===== config.mk =====
export PLATFORM = sky130hd
export DESIGN_NAME = bypass_sel_stage
export DESIGN_NICKNAME = d
export VERILOG_FILES = /design/src/rtl/cpu_pkg.sv /design/src/rtl/mux_n_comb.sv /design/src/rtl/bypass_sel_stage.sv
export SDC_FILE = /design/constraint.sdc
export NUM_CORES = 1
export LEC_CHECK = 0
export ABC_AREA = 1
export CORE_MARGIN = 5
export CORE_UTILIZATION = 34
export DETAILED_ROUTE_END_ITERATION = 6
export PLACE_DENSITY = 0.75
export SYNTH_ARGS = -nofsm -noshare
export SYNTH_HDL_FRONTEND = slang
export SYNTH_HIERARCHICAL = 1
export SYNTH_SLANG_ARGS = --single-unit

===== constraint.sdc =====
create_clock -name clk -period 1.3 [get_ports clk]
set_clock_uncertainty 0.05 [all_clocks]
set_input_delay 0.26 -clock clk [delete_from_list [all_inputs] [get_ports clk]]
set_output_delay 0.26 -clock clk [all_outputs]
set_load 0.02 [all_outputs]

===== src/rtl/cpu_pkg.sv =====
// cpu_pkg: shared datapath width and lane bypass select encodings
package cpu_pkg;
    localparam int DATA_W = 32;
    localparam logic [1:0] SEL_RF    = 2'd0;
    localparam logic [1:0] SEL_EXMEM = 2'd1;
    localparam logic [1:0] SEL_MEMWB = 2'd2;
    localparam logic [1:0] SEL_XLANE = 2'd3;
endpackage


===== src/rtl/mux_n_comb.sv =====
// mux_n_comb: combinational NUM_IN-way word selector, zero result and flag on out-of-range select
module mux_n_comb #(
    parameter int WIDTH  = 32,
    parameter int NUM_IN = 3,
    parameter int SEL_W  = 2
) (
    input  logic [NUM_IN*WIDTH-1:0] data,
    input  logic [SEL_W-1:0]        sel,
    output logic [WIDTH-1:0]        word,
    output logic                    bad
);
    always_comb begin
        word = '0;
        bad  = 1'b1;
        for (int k = 0; k < NUM_IN; k++) begin
            if (sel == k[SEL_W-1:0]) begin
                word = data[k*WIDTH +: WIDTH];
                bad  = 1'b0;
            end
        end
    end
endmodule


===== src/rtl/bypass_sel_stage.sv =====
// bypass_sel_stage: operand select with one registered handshake stage and saturating bad-select counter
module bypass_sel_stage
    import cpu_pkg::*;
#(
    parameter int WIDTH     = DATA_W,
    parameter int NUM_IN    = 3,
    parameter int SEL_W     = 2,
    parameter int ERR_CNT_W = 8
) (
    input  logic                    clk,
    input  logic                    reset,
    input  logic [NUM_IN*WIDTH-1:0] in_data,
    input  logic [SEL_W-1:0]        in_sel,
    input  logic                    in_valid,
    output logic                    in_ready,
    input  logic                    flush,
    output logic [WIDTH-1:0]        out_data,
    output logic                    out_valid,
    input  logic                    out_ready,
    output logic                    out_sel_err,
    output logic [ERR_CNT_W-1:0]    err_count
);
    if (NUM_IN < 2 || NUM_IN > 16 || (1 << SEL_W) < NUM_IN) begin : g_bad_params
        $error("bypass_sel_stage: illegal NUM_IN/SEL_W combination");
    end
    logic [WIDTH-1:0] sel_word;
    logic             sel_bad;
    logic             accept;
    mux_n_comb #(.WIDTH(WIDTH), .NUM_IN(NUM_IN), .SEL_W(SEL_W)) u_mux (
        .data(in_data),
        .sel (in_sel),
        .word(sel_word),
        .bad (sel_bad)
    );
    assign in_ready = ~out_valid | out_ready;
    assign accept   = in_valid & in_ready & ~flush;
    always_ff @(posedge clk) begin
        if (reset) begin
            out_data    <= '0;
            out_valid   <= 1'b0;
            out_sel_err <= 1'b0;
            err_count   <= '0;
        end else if (flush) begin
            out_valid   <= 1'b0;
            out_sel_err <= 1'b0;
        end else if (accept) begin
            out_data    <= sel_word;
            out_sel_err <= sel_bad;
            out_valid   <= 1'b1;
            err_count   <= (sel_bad && ~&err_count) ? err_count + ERR_CNT_W'(1) : err_count;
        end else if (out_valid && out_ready) begin
            out_valid   <= 1'b0;
            out_sel_err <= 1'b0;
        end
    end
endmodule


# == Word-level counts from Yosys, hierarchy flattened ==
# Index checks and enable logic that the tools add are counted.
# totals
reg_bits,42
input_bits,103
output_inout_bits,43
# classes
add_sub_neg,1
eq_ne,2
muxes,9
n_bitwise,5
n_reduce_logical,9
# ops
op,n
two-way mux 32 bit,3
adder 8 x 1 -> 8 bit (second input constant),1
AND reduction 8 bit,1
two-way mux 1 bit,6
AND reduction 3 bit,1
AND 1 bit,2
== test 2 x 1 -> 1 bit (second input constant),1
== test 2 bit (second input constant),1
logical AND 1 bit,2
zero test 2 bit,1
inverter 1 bit,2
AND reduction 2 bit,1
nonzero test 2 bit,1
OR reduction 2 bit,1
zero test 1 bit,1
bitwise OR 1 bit,1

# == Logic depth before layout (Yosys ltp) ==
# Gate-level depths: netlist of the first run.
# depth
ltp_word,6
ltp_mapped,10
mapped_depth_nobuf,8

# == Cells and area by module ==
# The synthesis of the first run kept the hierarchy.
# modules_own_cells
mod,instances,cells_each,area_per_inst_um2
bypass_sel_stage,1,227,1676.6
mux_n_comb,1,150,789.5

# == Least setup slack after synthesis of the first run ==
# No wires, ideal clock.
# synth_path
path_type,register to register
from,register err_count[1]
to,register err_count[6]
arrival_ps,1242
slack_ps,-104
stages_incl_launch_ff,9
synth_period_minus_slack_ps,1404
path_cell_list,dfxtp_1 > ha_1 > nand2_2 > nor2_2 > nand3_2 > nand2_4 > nand2_1 > nand2_1 > nor2_1
# synth_between
elab_chain_cells,4
elab_cells_between_ends,5
classes_between,add/sub: 1; reduce/logical: 4
# synth_rtl
item,line,text
"start, declared",bypass_sel_stage.sv:21,output logic [ERR_CNT_W-1:0] err_count
"start signal, assigned",bypass_sel_stage.sv:50,err_count <= (sel_bad && ~&err_count) ? err_count + ERR_CNT_W'(1) : err_count;
"parallel branches: the longest is 4 deep, another holds adder 8 x 1 -> 8 bit",n/a,
# Parallel ways; which one is timed is not known.
# A chain may end at the register's enable or synchronous reset.

# == Worst setup path in the final report of the first run ==
# layout_path
from,register out_data[17]
to,output out_data[17]
# layout_rtl
item,line,text
"start, declared",bypass_sel_stage.sv:17,"output logic [WIDTH-1:0] out_data,"
"start signal, assigned",bypass_sel_stage.sv:47,out_data <= sel_word;
# No word-level cell between the ends.

==> results_tabular.tex, run 1 <==
\begin{tabular}{lr}
\hline
Metric & Value \\
\hline
\multicolumn{2}{l}{\textbf{Final layout}} \\
Final non-filler cell total & 648 \\
Final layout net count & 653 \\
Area of the multi-input gates & approximately 1500 um\^{}2 \\
Area grow syn2layout & 82.34\% \\
Antenna cell count & 0 \\
Final core utilization & a little over three fifths \\
Area used by sequential logic in the layout & $\sim$850 um\^{}2 \\
Fill cell total of the finished layout & just under 700 \\
Fraction of final layout cells sized beyond drive strength 1 & $\sim$18\% \\
\multicolumn{2}{l}{\textbf{Critical path}} \\
Maximum net fanout on the critical path & 2 \\
Worst R2R Start & out\_valid \\
Reg-to-reg slack, setup & roughly 0.07 ns \\
Critical path data required time & 0.99 ns \\
Largest incremental delay on the critical path & 0.34 ns \\
Slowest cell on the critical path & dfxtp\_1 \\
Worst Path Class, Setup & reg2out \\
Type of element launching the critical path & flop \\
Number of buffer and inverter instances along the worst setup path & 1 \\
Cells on worst reg2reg path & 7 \\
Reg-to-Reg End & out\_data[22] \\
Cell-by-cell trace of the critical path & dlygate4sd2\_1 \\
Crit-path leading delay family & flip-flops \\
Critical path arrival & roughly 0.96 ns \\
Critical path capture point type & output pin \\
\multicolumn{2}{l}{\textbf{Floorplanning}} \\
Number of top-level pins & around 150 \\
Die boundary height & $\sim$95 um \\
Die ar. & $\sim$9100 um\^{}2 \\
Std-Cell Rows & 31 \\
Starting density of the core & about 34\% \\
Horizontal die dimension & 95.17 um \\
Core outline area & 7176 um\^{}2 \\
\multicolumn{2}{l}{\textbf{Drt}} \\
Total detailed-routing wirelength & 9156 um \\
Wire length per cell & 14.13 um \\
Iteration count of the initial detailed-routing pass & 6 \\
Vias post-DR & between 3,000 and 4,000 \\
Number of design rule violations left after detail routing & 0 \\
Vias per Instance & 4.906 \\
Count of nets left with antenna violations after detail routing & 0 \\
Number of DRC violations after detailed-routing iteration 0 & 90 \\
\multicolumn{2}{l}{\textbf{Placement}} \\
HPWL after detailed placement & approximately 6700 um \\
Gpl congestion & $\sim$0.86 \\
PortBufs & approximately 150 \\
Placed Instances & $\sim$630 \\
\multicolumn{2}{l}{\textbf{Clock tree}} \\
Clock tree from TritonCTS & done \\
Clk sink count & 42 \\
Count of hold buffers inserted by post-cts repair & 0 \\
H-tree levels & 2 \\
Clock insertion delay at the later pin of the skew report & slightly below 0.3 ns \\
Maximum buffer depth of the clock tree & 2 \\
Total CTS buffers & 5 \\
Reg clk slew, reported paths & roughly 0.08 ns \\
CTS Root Cell & clkbuf\_8 \\
\multicolumn{2}{l}{\textbf{STA}} \\
Setup repair after global routing missed its margin & yes \\
Setup Total Neg Slack & 0 ns \\
Tightest hold margin & around 0.37 ns \\
Final Max Slew Viols & 0 \\
Slew at the pin closest to its max-slew limit & 0.2722 ns \\
Worst relative slew slack & $\sim$82\% \\
Final worst-path cycle share & between 90\% and 100\% \\
Total setup violations reported at the end of the flow & 0 \\
Maximum clock frequency & 788.3 MHz \\
Post-layout minimum cycle time & roughly 1.3 ns \\
Fin. Hold Viols & 0 \\
\multicolumn{2}{l}{\textbf{Power and ir drop}} \\
Internal & between 2 and 2.5 mW \\
Net Switching & approximately 0.97 mW \\
Post-layout power & around 3.3 mW \\
Leakage power summed over all cells & approximately 1.9 nW \\
Power per standard cell area & about 740 nW/um\^{}2 \\
Switching power share of the total & 29.24\% \\
Sequential cell fraction of total power & 42.3\% \\
Combinational share of power & between 30\% and 40\% \\
Clock power frac & between 20\% and 30\% \\
Largest voltage drop on the vdd net & about 0.38 mV \\
\multicolumn{2}{l}{\textbf{Synthesis}} \\
Number of enable flip-flop cells after synthesis & 0 \\
Combinational family with the most area after synthesis & simple AND/OR/NAND/NOR gates \\
Area fraction in and, or, nand and nor cells after synthesis & 45.15\% \\
Synthesized netlist net count & around 480 \\
Flip-flop cell with the highest count after synthesis & dfxtp\_1 \\
Xor/xnor cell area share of the yosys netlist & 0.7103\% \\
Number of cells produced by synthesis & $\sim$380 \\
Most frequent cell after synthesis & nand3\_1 \\
Synth cell count leaders & nand3\_1 (101), nor2\_1 (76), nand2\_1 (57) \\
Fraction of the mapped netlist area in compound gates & under 10\% \\
Dominant cell type by area after synthesis & dfxtp\_1 \\
Multiplexer fraction of the synthesized cell area & 0\% \\
Share of synthesized registers carrying an async set or reset & 0\% \\
Synthesized area per cell & 6.541 um\^{}2 \\
Sequential cell area fraction in the yosys report & between 30 and 40\% \\
Biggest area contributors in the synthesized netlist & dfxtp\_1 (34\%), nand3\_1 (20\%), nor2\_1 (12\%) \\
Post-synth top area share & 34.09\% \\
Number of synthesis warnings & 6 \\
Number of different library cells in the post-synthesis netlist & 26 \\
Adder-cell share of the synthesized area & 0.5074\% \\
Synth Register Bits & 42 \\
Summed instance area of the synthesized netlist & 2466 um\^{}2 \\
\multicolumn{2}{l}{\textbf{Global routing}} \\
Global routing usage summed across all routing layers & between 20\% and 30\% \\
Initial antenna violation count & 0 \\
Vias in the first global route & between 3,000 and 4,000 \\
Wire length of the first global-routing pass & between 10,000 and 15,000 um \\
Largest net degree at the start of global routing & 22 \\
Leftover overflow at the end of global routing & 0 \\
\multicolumn{2}{l}{\textbf{Job}} \\
Max-cap viol count & 0 \\
\multicolumn{2}{l}{\textbf{Min path}} \\
Cell depth of the worst min-delay path & 4 \\
Worst Min Path Start & out\_ready \\
HP Class & in2reg \\
Worst Hold End & out\_sel\_err \\
\multicolumn{2}{l}{\textbf{Status}} \\
Run status & completed \\
\hline
\end{tabular}
cells by family (layout without fill, tap and decap cells):
logic type | after synthesis | in the layout
AO/OA/AOI/OAI | 43 | 43
XOR/XNOR | 2 | 2
adder cells (fa/ha/maj) | 1 | 1
buffers and inverters | 42 | 212
flip-flops | 42 | 42
AND/OR/NAND/NOR | 247 | 249
metrics by stage:
stage / setup WS, ns / cell area, um^2
4_1_cts: 0.0006325 / 4464
2_1_floorplan: 0.001632 / 2471
5_1_grt: -0.03679 / 4497
6_report: 0.03149 / 4497
3_3_place_gp: -0.4940 / 4141
3_5_place_dp: -0.5624 / 4141
metal layers:
layer / vias up / part of all wire, % / global-route usage (%) / routed length [um]
li1: 1592 / - / - / -
met1: 1456 / 39 / 24.51 / 3539
met2: 117 / 52 / 36.33 / 4728
met3: 14 / 7.5 / 4.262 / 691
met4: 0 / 2.1 / 7.572 / 196
met5: - / 0 / 0 / 0
worst register-to-register path, stage by stage, from the launching register on:
cell     delay (ns)
dfxtp_2        0.34
nand2_2        0.07
buf_6          0.13
nand2_8        0.06
buf_6          0.14
buf_12         0.13
o21ai_0        0.14
nor2_1         0.06
final cells by class:
type                    instances  area share, %
well taps                      99          2.755
repair buffers                190          42.65
inverters                      15          1.419
clock buffers                   7          1.697
multi-input cells             295          32.55
flip-flops and latches         42          18.92
worst max-delay path by stage:
stage / cells after the start / slack [ns] / endpoint / startpoint
CTS: 1 / 0.0006 / out_data[10] / out_data[10]
global placement: 8 / -0.49 / out_data[13] / in_sel[0]
detailed placement: 7 / -0.56 / out_data[15] / in_sel[1]
global route: 8 / -0.04 / err_count[2] / err_count[6]
finish: 1 / 0.03 / out_data[17] / out_data[17]
floorplan: 9 / 0.002 / err_count[1] / in_sel[1]
registers in the layout, indices dropped and copies added, names as in the netlist:
register     cells
out_data        32
out_valid        1
out_sel_err      1
err_count        8
cell usage in the layout (no fill, tap or decap), drive strengths merged, types with 15 or more instances in the layout:
cell,Yosys,layout
nor2,80,81
inv,15,15
dfxtp,42,42
clkdlybuf4s50,0,97
clkbuf,5,20
buf,22,45
o21ai,37,37
nand3,103,103
clkdlybuf4s15,0,24
nand2,61,62
power groups by stage:
stage | sequential [mW] | clock, mW | combinational [mW]
final | 1.40 | 0.799 | 1.11
after global routing | 1.41 | 0.874 | 1.20
after CTS | 1.40 | 0.826 | 1.10
after detailed placement | 1.43 | 0 | 1.03
after global placement | 1.43 | 0 | 1.02
after floorplan | 1.52 | 0 | 0.359
timing repair:
action | CTS | global route
pin swaps | 7 | 5
buffers inserted | 7 | 3
endpoints found under the setup margin | 83 | 65
gates cloned | 5 | 1
resized for setup | 99 | 60
(Power assumes the default switching activity.)
==> run 2, diff against run 1 <==
--- a/config.mk
+++ b/config.mk
@@ -6,10 +6,13 @@
 export NUM_CORES = 1
 export LEC_CHECK = 0
 export ABC_AREA = 1
+export CELL_PAD_IN_SITES_DETAIL_PLACEMENT = 2
+export CELL_PAD_IN_SITES_GLOBAL_PLACEMENT = 2
 export CORE_MARGIN = 5
-export CORE_UTILIZATION = 34
+export CORE_UTILIZATION = 16
 export DETAILED_ROUTE_END_ITERATION = 6
-export PLACE_DENSITY = 0.75
+export HOLD_SLACK_MARGIN = 0.1
+export PLACE_DENSITY = 0.73
 export SYNTH_ARGS = -nofsm -noshare
 export SYNTH_HDL_FRONTEND = slang
 export SYNTH_HIERARCHICAL = 1
==> run 2 against run 1 <==
Die area is 99% higher. Core utilization fell by 32 points. Final area grew 1.7%.
==> results_tabular.tex, run 2 (synthesis results as in run 1) <==
\begin{tabular}{lr}
\hline
Metric & Value \\
\hline
\multicolumn{2}{l}{\textbf{Status}} \\
Run status & completed \\
\multicolumn{2}{l}{\textbf{Placement}} \\
Gpl congestion & 0.7602 (-12\%) \\
Worst setup timing slack at the placement stage & -0.5237 ns (+0.03870 ns) \\
Placed Instances & 715 (+14\%) \\
PortBufs & 145 (unchanged) \\
Placed Instance Area & 4288 um\^{}2 (+3.5\%) \\
HPWL after detailed placement & 9481 um (+41\%) \\
\multicolumn{2}{l}{\textbf{Final layout}} \\
Final core utilization & 30.19\% (-32 points) \\
Final non-filler cell total & 727 (+12\%) \\
Fill cell total of the finished layout & 1,776 (+160\%) \\
Largest registers & out\_data x32, err\_count x8 \\
Area grow syn2layout & 85.39\% \\
Most frequent cells in the layout & nand3\_1 (100), clkdlybuf4s50\_1 (97), nor2\_1 (72), nand2\_1 (48), dfxtp\_1 (36) \\
Antenna cell count & 0 (unchanged) \\
Most common cell after layout, fill and taps aside & nand3\_1 \\
Fraction of final layout cells sized beyond drive strength 1 & 19.67\% (+1.3 points) \\
Final non-filler cell area & 4572 um\^{}2 (+1.7\%) \\
Max reg flops & 32 (unchanged) \\
Final layout net count & 642 (-1.7\%) \\
Most flop-heavy register & out\_data \\
\multicolumn{2}{l}{\textbf{Power and ir drop}} \\
Internal & 2.825 mW (+21\%) \\
Post-layout power & 3.889 mW (+18\%) \\
Power per standard cell area & 850.7 nW/um\^{}2 (+16\%) \\
Net Switching & 1.064 mW (+10\%) \\
Leakage power summed over all cells & 1.903 nW (-2.0\%) \\
Sequential cell fraction of total power & 36.0\% (-6.3 points) \\
Largest voltage drop on the vdd net & 0.3997 mV (+5.1\%) \\
Clock power frac & 36.6\% (+12 points) \\
Combinational share of power & 27.4\% (-6.1 points) \\
Switching power share of the total & 27.37\% (-1.9 points) \\
\multicolumn{2}{l}{\textbf{Job}} \\
Max-cap viol count & 0 (unchanged) \\
\multicolumn{2}{l}{\textbf{Clock tree}} \\
Clock tree from TritonCTS & done \\
Clk sink count & 42 (unchanged) \\
Maximum buffer depth of the clock tree & 2 (unchanged) \\
Clock insertion delay at the later pin of the skew report & 0.28 ns (about the same) \\
H-tree levels & 2 (unchanged) \\
Count of hold buffers inserted by post-cts repair & 0 (unchanged) \\
Total CTS buffers & 5 (unchanged) \\
Reg clk slew, reported paths & 0.06 ns (-0.02 ns) \\
CTS Root Cell & clkbuf\_16 \\
\multicolumn{2}{l}{\textbf{Floorplanning}} \\
Core outline area & 15,150 um\^{}2 (+110\%) \\
Number of top-level pins & 146 (unchanged) \\
Starting density of the core & 16.28\% (-18 points) \\
Std-Cell Rows & 45 (+45\%) \\
Die ar. & 18,000 um\^{}2 (+99\%) \\
Die boundary height & 134.2 um (+41\%) \\
Horizontal die dimension & 134.2 um (+41\%) \\
\multicolumn{2}{l}{\textbf{STA}} \\
Final Max Slew Viols & 0 (unchanged) \\
Post-layout minimum cycle time & 1.273 ns (+0.004299 ns) \\
Worst setup margin & 0.02719 ns (-0.004299 ns) \\
Fin. Hold Viols & 0 (unchanged) \\
Final worst-path cycle share & 97.91\% (+0.33 points) \\
Total setup violations reported at the end of the flow & 0 (unchanged) \\
Setup repair after global routing missed its margin & yes \\
Worst relative slew slack & 82.85\% (+0.99 points) \\
Slew at the pin closest to its max-slew limit & 0.2583 ns (-0.01392 ns) \\
Maximum clock frequency & 785.7 MHz (-0.34\%) \\
\multicolumn{2}{l}{\textbf{Critical path}} \\
Worst Path Class, Setup & reg2out \\
Critical path capture point type & output pin \\
Crit-path leading delay family & flip-flops \\
Cell-by-cell trace of the critical path & clkdlybuf4s15\_1 \\
Maximum net fanout on the critical path & 3 (+1) \\
Largest incremental delay on the critical path & 0.37 ns (+0.03 ns) \\
Worst R2R Start & err\_count[1] \\
Critical path arrival & 0.96 ns (about the same) \\
Critical path data required time & 0.99 ns (about the same) \\
Slowest cell on the critical path & dfxtp\_4 \\
Number of buffer and inverter instances along the worst setup path & 1 (unchanged) \\
Type of element launching the critical path & flop \\
Crit path launch & err\_count[1] \\
\multicolumn{2}{l}{\textbf{Global routing}} \\
Wire length of the first global-routing pass & 18,710 um (+27\%) \\
Initial antenna violation count & 1 (+1) \\
Vias in the first global route & 3,679 (+16\%) \\
Leftover overflow at the end of global routing & 0 (unchanged) \\
Global routing usage summed across all routing layers & 12.76\% (-7.9 points) \\
Largest net degree at the start of global routing & 28 (+27\%) \\
\multicolumn{2}{l}{\textbf{Min path}} \\
Worst Min Path Start & flush \\
HP Class & in2reg \\
\multicolumn{2}{l}{\textbf{Drt}} \\
Iteration count of the initial detailed-routing pass & 4 (-2) \\
Number of DRC violations after detailed-routing iteration 0 & 130 (+44\%) \\
Number of design rule violations left after detail routing & 0 (unchanged) \\
Count of nets left with antenna violations after detail routing & 0 (unchanged) \\
Total detailed-routing wirelength & 11,570 um (+26\%) \\
Wire length per cell & 15.91 um (+13\%) \\
Vias post-DR & 3,152 (-0.85\%) \\
Vias per Instance & 4.336 (-12\%) \\
\hline
\end{tabular}
run 2: repair_timing:
action / CTS / global route
buffers inserted: 1 / 2
pin swaps: 10 / 12
cloned: 1 / 0
endpoints found under the hold margin: 0 / 0
gates resized for setup: 119 / 51
endpoints found under the setup margin: 84 / 47
run 2: worst register-to-register path: cells and delay by family, from the launching register on:
kind	cells	cell delay (ns)
DFF	1	0.37
adders and majority gates	1	0.17
and+or+nand+nor	7	0.58
run 2: per-stage QoR:
step	TNS [ns]	hold slack, ns
floorplan	0	0.2791
global placement	-14.56	0.4117
detailed placement	-17.68	0.4289
CTS	-0.004395	0.3381
global route	-0.1070	0.3209
finish	0	0.2997
run 2: area by class of cell:
cell class                 count  area (um^2)  share of cell area (%)
inverter                      15        63.81                   1.396
sequential                    42        853.3                   18.66
clock inverter                 1        30.03                  0.6568
tap                          188        235.2                   5.145
timing repair buffer         180         1762                   38.53
multi-input combinational    294         1495                   32.70
clock buffer                   7        132.6                   2.901
run 2: power by group through the flow:
stage                     combinational, mW  sequential, mW  clock (mW)
after floorplan                       0.359            1.52           0
after global placement                 1.07            1.43           0
after detailed placement               1.10            1.43           0
after CTS                              1.09            1.41        1.49
after global routing                   1.17            1.41        1.54
final                                  1.07            1.40        1.42
run 2: final timing paths:
check                 endpoint  slack, ns  cells after the start
setup / recovery  err_count[1]       0.03                      1
hold reg to reg   out_data[20]       0.44                      2
setup reg to reg  err_count[6]       0.03                      8
hold / removal       out_valid       0.30                      3
run 2: routing by layer:
| metal | global-route usage, % | share of wire, % |
|---|---|---|
| met1 | 14.29 | 40 |
| met2 | 24.34 | 53 |
| met3 | 3.376 | 5.8 |
| met4 | 2.376 | 0.84 |
| met5 | 0 | 0.061 |
==> run 3, diff against run 2 <==
--- a/config.mk
+++ b/config.mk
@@ -5,14 +5,13 @@
 export SDC_FILE = /design/constraint.sdc
 export NUM_CORES = 1
 export LEC_CHECK = 0
-export ABC_AREA = 1
 export CELL_PAD_IN_SITES_DETAIL_PLACEMENT = 2
 export CELL_PAD_IN_SITES_GLOBAL_PLACEMENT = 2
 export CORE_MARGIN = 5
-export CORE_UTILIZATION = 16
+export CORE_UTILIZATION = 19
 export DETAILED_ROUTE_END_ITERATION = 6
 export HOLD_SLACK_MARGIN = 0.1
-export PLACE_DENSITY = 0.73
+export PLACE_DENSITY = 0.75
 export SYNTH_ARGS = -nofsm -noshare
 export SYNTH_HDL_FRONTEND = slang
 export SYNTH_HIERARCHICAL = 1
==> run 3 against run 2 <==
The run now ends with setup timing left. Critical path depth up 5. Core utilization up 4.8 points. Sequential share of layout area down 0.35 points. Critical endpoint is now err_count[4]. Sequential cell count unchanged. Register-to-register slack worse by 0.25 ns. Global-route usage up 0.38 points. Non-clock buffer count up 5. Total power down 9.3%.
==> results_tabular.tex, run 3 <==
\begin{tabular}{lr}
\hline
Metric & Value \\
\hline
\multicolumn{2}{l}{\textbf{Critical path}} \\
Type of element launching the critical path & flop \\
Cell-by-cell trace of the critical path & ha\_4, nand4\_1, nor2\_2, buf\_6, or4\_4, a21oi\_2 \\
Worst Path Class, Setup & reg2reg \\
Cells on worst reg2reg path & 6 (-2) \\
Slowest cell on the critical path & or4\_4 \\
Critical path data required time & 1.46 ns (+0.47 ns) \\
Crit path launch & err\_count[0] \\
Reg-to-Reg End & err\_count[4] \\
Critical path capture point type & flop \\
Critical path arrival & 1.68 ns (+0.72 ns) \\
Reg-to-reg slack, setup & -0.22 ns (-0.25 ns) \\
Maximum net fanout on the critical path & 6 (+3) \\
Worst R2R Start & err\_count[0] \\
Worst setup endpoint & err\_count[4] \\
Largest incremental delay on the critical path & 0.47 ns (+0.10 ns) \\
\multicolumn{2}{l}{\textbf{Power and ir drop}} \\
Leakage power summed over all cells & 1.751 nW (-8.0\%) \\
Sequential cell fraction of total power & 38.4\% (+2.4 points) \\
Post-layout power & 3.527 mW (-9.3\%) \\
Switching power share of the total & 26.60\% (-0.76 points) \\
Net Switching & 0.9381 mW (-12\%) \\
Largest voltage drop on the vdd net & 0.4227 mV (+5.7\%) \\
Clock power frac & 34.3\% (-2.3 points) \\
Internal & 2.588 mW (-8.4\%) \\
Combinational share of power & 27.2\% (-0.2 points) \\
Power per standard cell area & 760.3 nW/um\^{}2 (-11\%) \\
\multicolumn{2}{l}{\textbf{Final layout}} \\
Final core utilization & 35.02\% (+4.8 points) \\
Area of the multi-input gates & 1628 um\^{}2 (+8.9\%) \\
Most flop-heavy register & out\_data \\
Final non-filler cell area & 4638 um\^{}2 (+1.5\%) \\
Antenna cell count & 0 (unchanged) \\
Area grow syn2layout & 81.27\% \\
Largest registers & out\_data x32, err\_count x8 \\
Max reg flops & 32 (unchanged) \\
Final layout net count & 548 (-15\%) \\
Area used by sequential logic in the layout & 849.6 um\^{}2 (-0.44\%) \\
Most frequent cells in the layout & clkdlybuf4s50\_1 (96), nand2\_1 (67), dfxtp\_1 (37), mux2i\_1 (32), a21oi\_1 (31) \\
Most common cell after layout, fill and taps aside & clkdlybuf4s50\_1 \\
Fraction of final layout cells sized beyond drive strength 1 & 28.54\% (+8.9 points) \\
Final non-filler cell total & 621 (-15\%) \\
Fill cell total of the finished layout & 1,492 (-16\%) \\
\multicolumn{2}{l}{\textbf{Floorplanning}} \\
Core outline area & 13,240 um\^{}2 (-13\%) \\
Die ar. & 15,890 um\^{}2 (-12\%) \\
Number of top-level pins & 146 (unchanged) \\
Horizontal die dimension & 126.0 um (-6.0\%) \\
Std-Cell Rows & 42 (-6.7\%) \\
Die boundary height & 126.0 um (-6.0\%) \\
Starting density of the core & 19.32\% (+3.0 points) \\
\multicolumn{2}{l}{\textbf{Status}} \\
Violations in the final reports & setup timing \\
Run status & finished, violations left \\
\multicolumn{2}{l}{\textbf{STA}} \\
Total setup violations reported at the end of the flow & 6 (+6) \\
Worst setup margin & -0.2198 ns (-0.2470 ns) \\
Tightest hold margin & 0.3452 ns (+0.04548 ns) \\
Setup Total Neg Slack & -1.018 ns (-1.018 ns) \\
Fin. Hold Viols & 0 (unchanged) \\
Slew at the pin closest to its max-slew limit & 0.3450 ns (+0.08677 ns) \\
Final worst-path cycle share & 116.9\% (+19 points) \\
Maximum clock frequency & 658.0 MHz (-16\%) \\
Final Max Slew Viols & 0 (unchanged) \\
Worst relative slew slack & 77.00\% (-5.9 points) \\
Post-layout minimum cycle time & 1.520 ns (+0.2470 ns) \\
Setup repair after global routing missed its margin & yes \\
\multicolumn{2}{l}{\textbf{Clock tree}} \\
CTS Root Cell & clkbuf\_16 \\
Total CTS buffers & 5 (unchanged) \\
Clock insertion delay at the later pin of the skew report & 0.28 ns (about the same) \\
Clock tree from TritonCTS & done \\
H-tree levels & 2 (unchanged) \\
Reg clk slew, reported paths & 0.06 ns (about the same) \\
Maximum buffer depth of the clock tree & 2 (unchanged) \\
Clk sink count & 42 (unchanged) \\
\multicolumn{2}{l}{\textbf{Global routing}} \\
Largest net degree at the start of global routing & 24 (-14\%) \\
Initial antenna violation count & 1 (unchanged) \\
Vias in the first global route & 3,188 (-13\%) \\
Global routing usage summed across all routing layers & 13.14\% (+0.38 points) \\
Leftover overflow at the end of global routing & 0 (unchanged) \\
Wire length of the first global-routing pass & 16,940 um (-9.4\%) \\
\multicolumn{2}{l}{\textbf{Drt}} \\
Number of design rule violations left after detail routing & 0 (unchanged) \\
Wire length per cell & 17.67 um (+11\%) \\
Number of DRC violations after detailed-routing iteration 0 & 93 (-28\%) \\
Count of nets left with antenna violations after detail routing & 0 (unchanged) \\
Total detailed-routing wirelength & 10,970 um (-5.1\%) \\
Iteration count of the initial detailed-routing pass & 4 (unchanged) \\
Vias per Instance & 4.401 (+1.5\%) \\
Vias post-DR & 2,733 (-13\%) \\
\multicolumn{2}{l}{\textbf{Synthesis}} \\
Number of synthesis warnings & 6 (unchanged) \\
Biggest area contributors in the synthesized netlist & dfxtp\_1 (33\%), o2bb2ai\_2 (18\%), mux2i\_1 (13\%) \\
Synth Register Bits & 42 (unchanged) \\
Synthesized area per cell & 9.204 um\^{}2 (+41\%) \\
Post-synth top area share & 32.86\% (-1.2 points) \\
Share of synthesized registers carrying an async set or reset & 0\% (unchanged) \\
Synthesized netlist net count & 382 (-21\%) \\
Number of enable flip-flop cells after synthesis & 0 (unchanged) \\
Dominant cell type by area after synthesis & dfxtp\_1 \\
Summed instance area of the synthesized netlist & 2559 um\^{}2 (+3.8\%) \\
Most frequent cell after synthesis & nand2\_1 \\
Number of different library cells in the post-synthesis netlist & 32 (+23\%) \\
Flip-flop cell with the highest count after synthesis & dfxtp\_1 \\
Sequential cell area fraction in the yosys report & 32.86\% (-1.2 points) \\
Synth cell count leaders & nand2\_1 (68), dfxtp\_1 (42), a21oi\_1 (39) \\
Number of cells produced by synthesis & 278 (-26\%) \\
\multicolumn{2}{l}{\textbf{Job}} \\
Max-cap viol count & 0 (unchanged) \\
\multicolumn{2}{l}{\textbf{Placement}} \\
Worst setup timing slack at the placement stage & -0.6285 ns (-0.1049 ns) \\
Gpl congestion & 0.7801 (+2.6\%) \\
PortBufs & 145 (unchanged) \\
HPWL after detailed placement & 8512 um (-10\%) \\
Placed Instances & 606 (-15\%) \\
Placed Instance Area & 4359 um\^{}2 (+1.7\%) \\
\multicolumn{2}{l}{\textbf{Min path}} \\
HP Class & in2reg \\
\hline
\end{tabular}
[run 3: cell count changes in the layout (fill, tap and decap cells not counted), moves of 4 or more]
cell,before,now
nand3_1,100,3
o2bb2ai_2,0,30
nand2_1,48,67
mux2i_1,0,32
a21oi_2,3,8
buf_2,2,6
inv_2,7,0
a21oi_1,3,31
inv_1,6,2
buf_4,24,28
nor2_1,72,0
o21ai_1,28,0
nand2_2,10,1
o21ai_2,4,0
[run 3: worst min path at each step]
stage                     depth (start not counted)  slack [ns]           end          from
after floorplan                                   1        0.28     out_valid         flush
after global placement                            2        0.39  out_data[27]  out_data[27]
after detailed placement                          2        0.40  out_data[11]  out_data[11]
after CTS                                         3        0.32     out_valid      in_valid
after global routing                              3        0.35     out_valid      in_valid
final                                             3        0.35     out_valid      in_valid
[run 3: repair_timing]
item	4_1_cts	5_1_grt
cloned	1	1
pin swaps	6	4
endpoints found under the setup margin	84	68
hold buffers	0	0
resized for setup	77	56
setup buffers	4	2
[run 3: cell type report]
cell class | instances | area share (%)
repair buffers | 185 | 38.74
inverters | 2 | 0.1619
well taps | 176 | 4.748
flip-flops and latches | 42 | 18.32
multi-input cells | 208 | 35.10
clock buffers | 8 | 2.940
[run 3: layer usage]
layer	global-route usage, %	wire length [um]	vias to the layer above
met1	14.03	4328	1316
li1	-	-	1327
met5	0	7	-
met3	4.784	710	4
met4	1.577	28	2
met2	25.29	5900	84
[run 3: cell families (layout without fill, tap and decap cells)]
family / after synthesis / after routing / share of synthesized area [%]
adder cells (fa/ha/maj): 1 / 1 / 0.4889
multiplexers: 32 / 32 / 12.52
flip-flops: 42 / 42 / 32.86
buffers and inverters: 28 / 195 / 8.215
AO/OA/AOI/OAI: 81 / 81 / 28.66
AND/OR/NAND/NOR: 94 / 94 / 17.26
[run 3: power groups by stage]
| stage | Combinational (mW) | Clock [mW] | Sequential, mW |
|---|---|---|---|
| 4_1_cts | 0.950 | 1.26 | 1.35 |
| 6_report | 0.960 | 1.21 | 1.35 |
| 3_3_place_gp | 0.941 | 0 | 1.38 |
| 2_1_floorplan | 0.383 | 0 | 1.44 |
| 3_5_place_dp | 0.969 | 0 | 1.38 |
| 5_1_grt | 1.04 | 1.31 | 1.36 |
[run 3: worst max-delay path, delay by kind of cell (launching register included)]
family | cells | cell delay (ns)
buffers and inverters | 1 | 0.13
flip-flops | 1 | 0.35
AND/OR/NAND/NOR | 3 | 0.63
adder cells (fa/ha/maj) | 1 | 0.15
AO/OA/AOI/OAI | 1 | 0.14
